$ cat config.mk
export PLATFORM = sky130hd
export DESIGN_NAME = pipe_hazard_ctrl
export DESIGN_NICKNAME = d
export VERILOG_FILES = /design/src/rtl/pipe_hazard_ctrl.sv
export SDC_FILE = /design/constraint.sdc
export NUM_CORES = 1
export LEC_CHECK = 0
export BUFFER_PORTS_ARGS = -buffer_cell sky130_fd_sc_hd__buf_2
export CAP_MARGIN = 15
export CELL_PAD_IN_SITES_DETAIL_PLACEMENT = 0
export CELL_PAD_IN_SITES_GLOBAL_PLACEMENT = 1
export CORE_MARGIN = 2
export CORE_UTILIZATION = 36
export DETAILED_ROUTE_END_ITERATION = 16
export PLACE_DENSITY_LB_ADDON = 0.15
export SKIP_CTS_REPAIR_TIMING = 1
export SYNTH_ARGS = -nofsm -noshare
export SYNTH_HDL_FRONTEND = slang
export SYNTH_SLANG_ARGS = --single-unit
$ cat constraint.sdc
create_clock -name clk -period 5.45 [get_ports clk]
set_input_delay 1.09 -clock clk [delete_from_list [all_inputs] [get_ports clk]]
set_output_delay 1.09 -clock clk [all_outputs]
set_load 0.02 [all_outputs]
$ cat src/rtl/pipe_hazard_ctrl.sv
// Stall/flush sequencer for the 5-stage pipeline: load-use, EX redirect and memory-wait handling,
// with a wait-timeout halt FSM and saturating stall/flush activity counters.
module pipe_hazard_ctrl #(
    parameter int unsigned MAX_WAIT = 16,
    parameter int unsigned CNT_W    = 32
) (
    input  logic             clk,
    input  logic             reset,
    input  logic [4:0]       id_rs1,
    input  logic [4:0]       id_rs2,
    input  logic             id_uses_rs1,
    input  logic             id_uses_rs2,
    input  logic [4:0]       ex_rd,
    input  logic             ex_memread,
    input  logic             ex_redirect,
    input  logic             mem_access,
    input  logic             mem_ready,
    output logic             pc_en,
    output logic             if_id_en,
    output logic             id_ex_en,
    output logic             ex_mem_en,
    output logic             mem_wb_en,
    output logic             if_id_flush,
    output logic             id_ex_flush,
    output logic             ex_mem_flush,
    output logic             mem_wb_flush,
    output logic             halted,
    output logic [CNT_W-1:0] stall_cnt,
    output logic [CNT_W-1:0] flush_cnt
);

    typedef enum logic [1:0] {
        StRun,
        StMemWait,
        StHalt
    } state_e;

    localparam logic [7:0] WaitLast = 8'(MAX_WAIT - 1);

    state_e           state_q, state_d;
    logic [7:0]       wait_q, wait_d;
    logic [CNT_W-1:0] stall_q, flush_q;
    logic             stall_inc, flush_inc;
    logic             memstall, loaduse;

    assign memstall = mem_access & ~mem_ready;
    assign loaduse  = ex_memread & (ex_rd != 5'd0) &
                      ((id_uses_rs1 & (id_rs1 == ex_rd)) | (id_uses_rs2 & (id_rs2 == ex_rd)));

    // Pipeline control: one priority chain shared by RUN and MEM_WAIT.
    always_comb begin
        pc_en        = 1'b1;
        if_id_en     = 1'b1;
        id_ex_en     = 1'b1;
        ex_mem_en    = 1'b1;
        mem_wb_en    = 1'b1;
        if_id_flush  = 1'b0;
        id_ex_flush  = 1'b0;
        ex_mem_flush = 1'b0;
        mem_wb_flush = 1'b0;
        halted       = 1'b0;
        stall_inc    = 1'b0;
        flush_inc    = 1'b0;

        if (reset) begin
            pc_en        = 1'b0;
            if_id_en     = 1'b0;
            id_ex_en     = 1'b0;
            ex_mem_en    = 1'b0;
            mem_wb_en    = 1'b0;
            if_id_flush  = 1'b1;
            id_ex_flush  = 1'b1;
            ex_mem_flush = 1'b1;
            mem_wb_flush = 1'b1;
        end else if (state_q == StHalt) begin
            pc_en     = 1'b0;
            if_id_en  = 1'b0;
            id_ex_en  = 1'b0;
            ex_mem_en = 1'b0;
            mem_wb_en = 1'b0;
            halted    = 1'b1;
        end else if (memstall) begin
            // Freeze everything up to EX/MEM; the waiting access drains a bubble into MEM/WB.
            pc_en        = 1'b0;
            if_id_en     = 1'b0;
            id_ex_en     = 1'b0;
            ex_mem_en    = 1'b0;
            mem_wb_flush = 1'b1;
            stall_inc    = 1'b1;
        end else if (ex_redirect) begin
            if_id_flush = 1'b1;
            id_ex_flush = 1'b1;
            flush_inc   = 1'b1;
        end else if (loaduse) begin
            pc_en       = 1'b0;
            if_id_en    = 1'b0;
            id_ex_flush = 1'b1;
            stall_inc   = 1'b1;
        end
    end

    always_comb begin
        state_d = state_q;
        wait_d  = wait_q;
        case (state_q)
            StRun: begin
                if (memstall) begin
                    state_d = StMemWait;
                    wait_d  = 8'd1;
                end else begin
                    wait_d = 8'd0;
                end
            end
            StMemWait: begin
                // Ready, or a dropped access, both release back to RUN.
                if (!memstall) begin
                    state_d = StRun;
                    wait_d  = 8'd0;
                end else if (wait_q == WaitLast) begin
                    state_d = StHalt;
                end else begin
                    wait_d = wait_q + 8'd1;
                end
            end
            StHalt: state_d = StHalt;
            default: begin
                state_d = StRun;
                wait_d  = 8'd0;
            end
        endcase
    end

    always_ff @(posedge clk) begin
        if (reset) begin
            state_q <= StRun;
            wait_q  <= 8'd0;
            stall_q <= '0;
            flush_q <= '0;
        end else begin
            state_q <= state_d;
            wait_q  <= wait_d;
            if (stall_inc && (stall_q != {CNT_W{1'b1}})) begin
                stall_q <= stall_q + CNT_W'(1);
            end
            if (flush_inc && (flush_q != {CNT_W{1'b1}})) begin
                flush_q <= flush_q + CNT_W'(1);
            end
        end
    end

    assign stall_cnt = stall_q;
    assign flush_cnt = flush_q;

endmodule

### After elaboration in Yosys (flattened, before gate mapping)

Cells that the tools add are included.

| storage, ports and cells | value |
|---|---|
| flip-flop bits (word level) | 74 |
| latch bits | 0 |
| RAM bits | 0 |
| ROM bits | 0 |
| bits of input ports | 23 |
| output and inout bits | 74 |
| memories kept | 0 |

| cells by class | value |
|---|---|
| $add $sub $neg | 3 |
| multiply operators | 0 |
| divide/modulo/power cells | 0 |
| magnitude comparators | 0 |
| equality and inequality tests | 10 |
| shift operators | 0 |
| muxes and demuxes | 38 |
| bitwise gates (word level) | 8 |
| reductions and logical operators | 6 |

Operators with widths:

| kind | number |
|---|---|
| $add 32x1->32 const B | 2 |
| $ne 32x32->1 const B | 2 |
| $mux 1 | 31 |
| $pmux 8 s3 | 1 |
| $mux 8 | 2 |
| $eq 5x5->1 | 2 |
| $add 8x1->8 const B | 1 |
| $eq 8x4->1 const B | 1 |
| $mux 2 | 3 |
| $ne 3x3->1 const B | 2 |
| $pmux 2 s3 | 1 |
| $and 1x1->1 | 5 |
| $reduce_bool 5->1 | 1 |
| $reduce_and 2->1 | 2 |
| $eq 2x1->1 const B | 1 |
| $eq 2x2->1 const B | 1 |
| $logic_and 1x1->1 | 2 |
| $logic_not 2->1 | 1 |
| $ne 2x2->1 const B | 1 |
| $not 1->1 | 2 |
| $or 1x1->1 | 1 |

### Longest topological paths before layout

| depth | value |
|---|---|
| word-level depth | 10 |
| gate-level depth with buffers | 11 |
| gate-level depth less buffers | 8 |

### Worst setup path after synthesis

Ideal clock, no wire load.

| path | value |
|---|---|
| kind | input-to-output |
| from | in ex_rd[1] |
| to | out pc_en |
| arrival time | 2.709 ns |
| required time | 4.360 ns |
| setup slack | 1.651 ns |
| cell stages on the path | 5 |
| cell sequence | or4_1 -> o21ai_0 -> a211oi_2 -> nor3_1 -> buf_4 |

| between the ends | value |
|---|---|
| word-level cells in the longest chain between the ends | 9 |
| elaborated cells between the ends (all ways) | 13 |
| classes of those cells | eq/ne (2); mux (5); bitwise (5); reduce/logical (1) |

RTL lines:

| element | line | source |
|---|---|---|
| from (decl) | 13 | `input logic [4:0] ex_rd,` |
| $eq 5x5->1 | 48 | `((id_uses_rs1 & (id_rs1 == ex_rd)) \| (id_uses_rs2 & (id_rs2 == ex_rd)));` |
| $and 1x1->1 | 48 |  |
| $or 1x1->1 | 48 |  |
| $and 1x1->1 (*) | 47 | `assign loaduse = ex_memread & (ex_rd != 5'd0) &` |
| $mux 1 (*) (5 in series) | - |  |
| to (decl) | 18 | `output logic pc_en,` |

Every way passes the cells marked *; elsewhere a longest branch is shown, timed or not.

### Final worst setup path

| path | value |
|---|---|
| from | in ex_rd[1] |
| to | out id_ex_flush |

| between the ends | value |
|---|---|
| word-level cells in the longest chain between the ends | 9 |
| elaborated cells between the ends (all ways) | 13 |
| classes of those cells | eq/ne (2); mux (5); bitwise (5); reduce/logical (1) |

RTL lines:

| element | line | source |
|---|---|---|
| $eq 5x5->1 | 48 |  |
| $and 1x1->1 | 48 |  |
| $or 1x1->1 | 48 |  |
| $and 1x1->1 (*) | 47 |  |
| $mux 1 (*) | 94 | `end else if (loaduse) begin` |
| $mux 1 (*) | 90 | `end else if (ex_redirect) begin` |
| $mux 1 (*) | 82 | `end else if (memstall) begin` |
| $mux 1 (*) | 75 | `end else if (state_q == StHalt) begin` |
| $mux 1 (*) | 65 | `if (reset) begin` |
| to (decl) | 24 | `output logic id_ex_flush,` |

Marked as above.

==> key figures <==
Outcome
  • Status: finished clean

Route
  • DR vias/cell: roughly 5.3
  • Via Count: between 3000 and 4000
  • Routed Antenna Nets: 0
  • DRC: 0
  • WL per Instance: 14.3 um
  • TritonRoute pass-1 iters: 4
  • Final WL: a little under 10 mm
  • 1st-iter DRT viols: approximately 110

Floorplanning
  • Ports: between 90 and 100
  • Core Area: about 10000 um^2
  • Die width: ~110 um
  • Row count: 37
  • Initial core utilization: 0.367
  • Die area: 11200 um^2
  • Chip height: between 100 and 150 um

Clock tree
  • H-tree depth: 3
  • Clk slew on worst S/H paths: about 0.080 ns
  • Clk sinks: 74
  • Num CTS Buffers: 9
  • Skew-Pair Late Insertion Delay: approximately 0.35 ns
  • CTS root buf: clkbuf_8
  • TritonCTS clock tree: yes
  • Max Buffers Root-to-Sink: 2

Final layout
  • Layout Utilization: 0.447
  • Most common cell after layout, fill and taps aside: buf_2
  • # diodes: 0
  • Most frequent cells in the layout: buf_2, dfxtp_1, nor2_1
  • Area Overhead vs Synth: 21.6%
  • Post-route cell area: 4550 um^2
  • Final net count: roughly 570
  • Layout cell share with drive strength beyond 1: 0.222

Synth
  • Synth Cell Area: roughly 3700 um^2
  • Synth async-reset ratio: 0
  • Synth warn: 0
  • Syn Nets: roughly 480
  • Post-synth EDFFs: 0
  • Top_reg_cell synth: dfxtp_1
  • Area contributors post-synth: dfxtp_1, xor2_1, or3_1
  • Syn avg cell area: roughly 8.3 um^2
  • Top-area cell type share of the netlist area: 0.396
  • Mapped Cells: approximately 450
  • Seq/Total Area, Yosys: 0.396
  • Largest area contributor in the netlist: dfxtp_1
  • Register bit count reported by yosys: 74
  • Synth unique cells: 47

STA
  • Peak Freq: 274 MHz
  • RSZ-0062 raised after global routing: false
  • Tightest Pin Transition: 0.958 ns
  • Final Hold Viols: 0
  • Slew headroom: 0.361
  • Final Max Tran Viols: 0
  • Setup violations, final: 0
  • Clock Skew: a little over 0.01 ns
  • Tcrit/Tclk final: 0.669
  • Fin crit period: 3.65 ns
  • Final WS setup: around 1.8 ns
  • Setup TNS: 0 ns

Worst setup path
  • Req. time, crit path: between 4 and 5 ns
  • Worst setup EP type: primary output
  • CP Max Fanout: 3
  • Slowest-stage cell, CP: or4_1
  • CP most frequent cell: buf_2
  • Kind of critical path: in -> out
  • CP peak stage delay: approximately 0.50 ns
  • CP Cell Sequence: buf_2 > or4_1 > o21ai_0 > a21oi_1 > a31o_2 > buf_2
  • Crit path DAT: 2.56 ns
  • Critical Path Start Type: primary input

Pwr
  • Pleak: approximately 0.0018 uW
  • Switching Fraction: 0.218
  • Combinational Power Share: 0.056
  • Flop pwr share: 0.460
  • Pint: a little over 900 uW
  • PD cells: roughly 260 nW/um^2
  • Clock power share: 0.484
  • Max VDD drop: a little over 0.1 mV
  • Switching Power: between 200 and 300 uW

Placed design
  • Post-place setup slack: 1.81 ns
  • Placed wire-length estimate: a little under 7 mm
  • PortBufs: 96
  • Area after DPL: ~4300 um^2
  • Gpl congestion: between 0.7 and 0.8

GRT
  • Gr usage total: 0.180
  • Antenna violations before repair: 0
  • Vias in the first global route: between 3000 and 4000
  • GRT Residual Overflow: 0
  • Largest net degree at the start of global routing: between 50 and 60
  • First-pass GRT wire length: ~16 mm

Worst hold path
  • Tightest Hold Check Type: reg -> reg

Job
  • Maxcap violations: 0
[power groups by stage]
stage / clock network [uW] / registers (uW) / logic (uW)
3_5_place_dp: 0 / 559 / 67.7
3_3_place_gp: 0 / 559 / 67.5
4_1_cts: 588 / 547 / 67.9
6_report: 574 / 546 / 66.7
5_1_grt: 609 / 547 / 73.7
2_1_floorplan: 0 / 561 / 43.4
[kinds of logic (layout without fill, tap and decap cells)]
logic type | count (synthesis) | in the layout | share of synthesized area
AO/OA/AOI/OAI | 83 | 83 | 0.121
XOR/XNOR | 45 | 45 | 0.105
adder cells (fa/ha/maj) | 3 | 3 | 0.0100
buffers and inverters | 26 | 119 | 0.0391
flip-flops | 74 | 74 | 0.396
multiplexers | 2 | 2 | 0.00535
AND/OR/NAND/NOR | 220 | 220 | 0.323
[layer usage]
layer	GRT usage	share of wire	wire (um)	vias up
met5	0	0	0	-
met4	0.0648	0.011	106	0
met3	0.0325	0.042	409	7
met2	0.295	0.47	4600	79
met1	0.237	0.48	4650	1694
li1	-	-	-	1809
[cell usage after synthesis, types with 2 or more instances]
master,instances
a21oi_1,35
xor2_1,33
or3_1,33
and2_1,6
buf_6,3
nor3_1,7
nand2_1,22
o21ai_1,7
o21ai_0,29
nand2b_1,4
nand4_1,17
buf_2,3
nand3_1,35
or4_1,2
xnor2_1,12
ha_1,3
and4_1,9
buf_4,3
nor2b_1,3
dfxtp_1,74
a31oi_1,3
clkbuf_1,11
and3_1,19
nand3b_1,2
nor2_1,46
nor3b_1,2
inv_1,4
a21o_1,2
mux2i_1,2
nor4_1,5
[final cells by class]
class,instances,area [um^2]
fillers,1072,5630
flip-flops and latches,74,1480
clock buffers,11,141
well taps,136,170
clock inverters,5,125
multi-input cells,353,2110
inverters,4,15.0
repair buffers,99,503
[sequential cells by signal, indices dropped and copies added (netlist names)]
register,flops
flush_cnt,32
stall_cnt,32
wait_q,8
state_q,2
[worst paths after layout]
kind                      start             to  slack [ns]  depth (start not counted)
setup reg to reg   flush_cnt[0]  flush_cnt[31]        2.96                          8
hold reg to reg   stall_cnt[17]  stall_cnt[17]        0.49                          2
setup / recovery       ex_rd[1]    id_ex_flush        1.80                          6
hold / removal    stall_cnt[17]  stall_cnt[17]        0.49                          2
[metrics by stage]
step / total power [uW] / instances / hold WS [ns]
global placement: 627 / 666 / 0.473
global route: 1230 / 682 / 0.517
finish: 1190 / 682 / 0.495
CTS: 1200 / 682 / 0.501
detailed placement: 627 / 666 / 0.488
floorplan: 605 / 453 / 0.460
[critical path: cells and delay by family]
| kind | cells | cell delay [ns] |
|---|---|---|
| compound gates | 3 | 0.68 |
| simple gates | 1 | 0.50 |
| buf+inv | 2 | 0.28 |
Power figures use the tool's default switching activity.
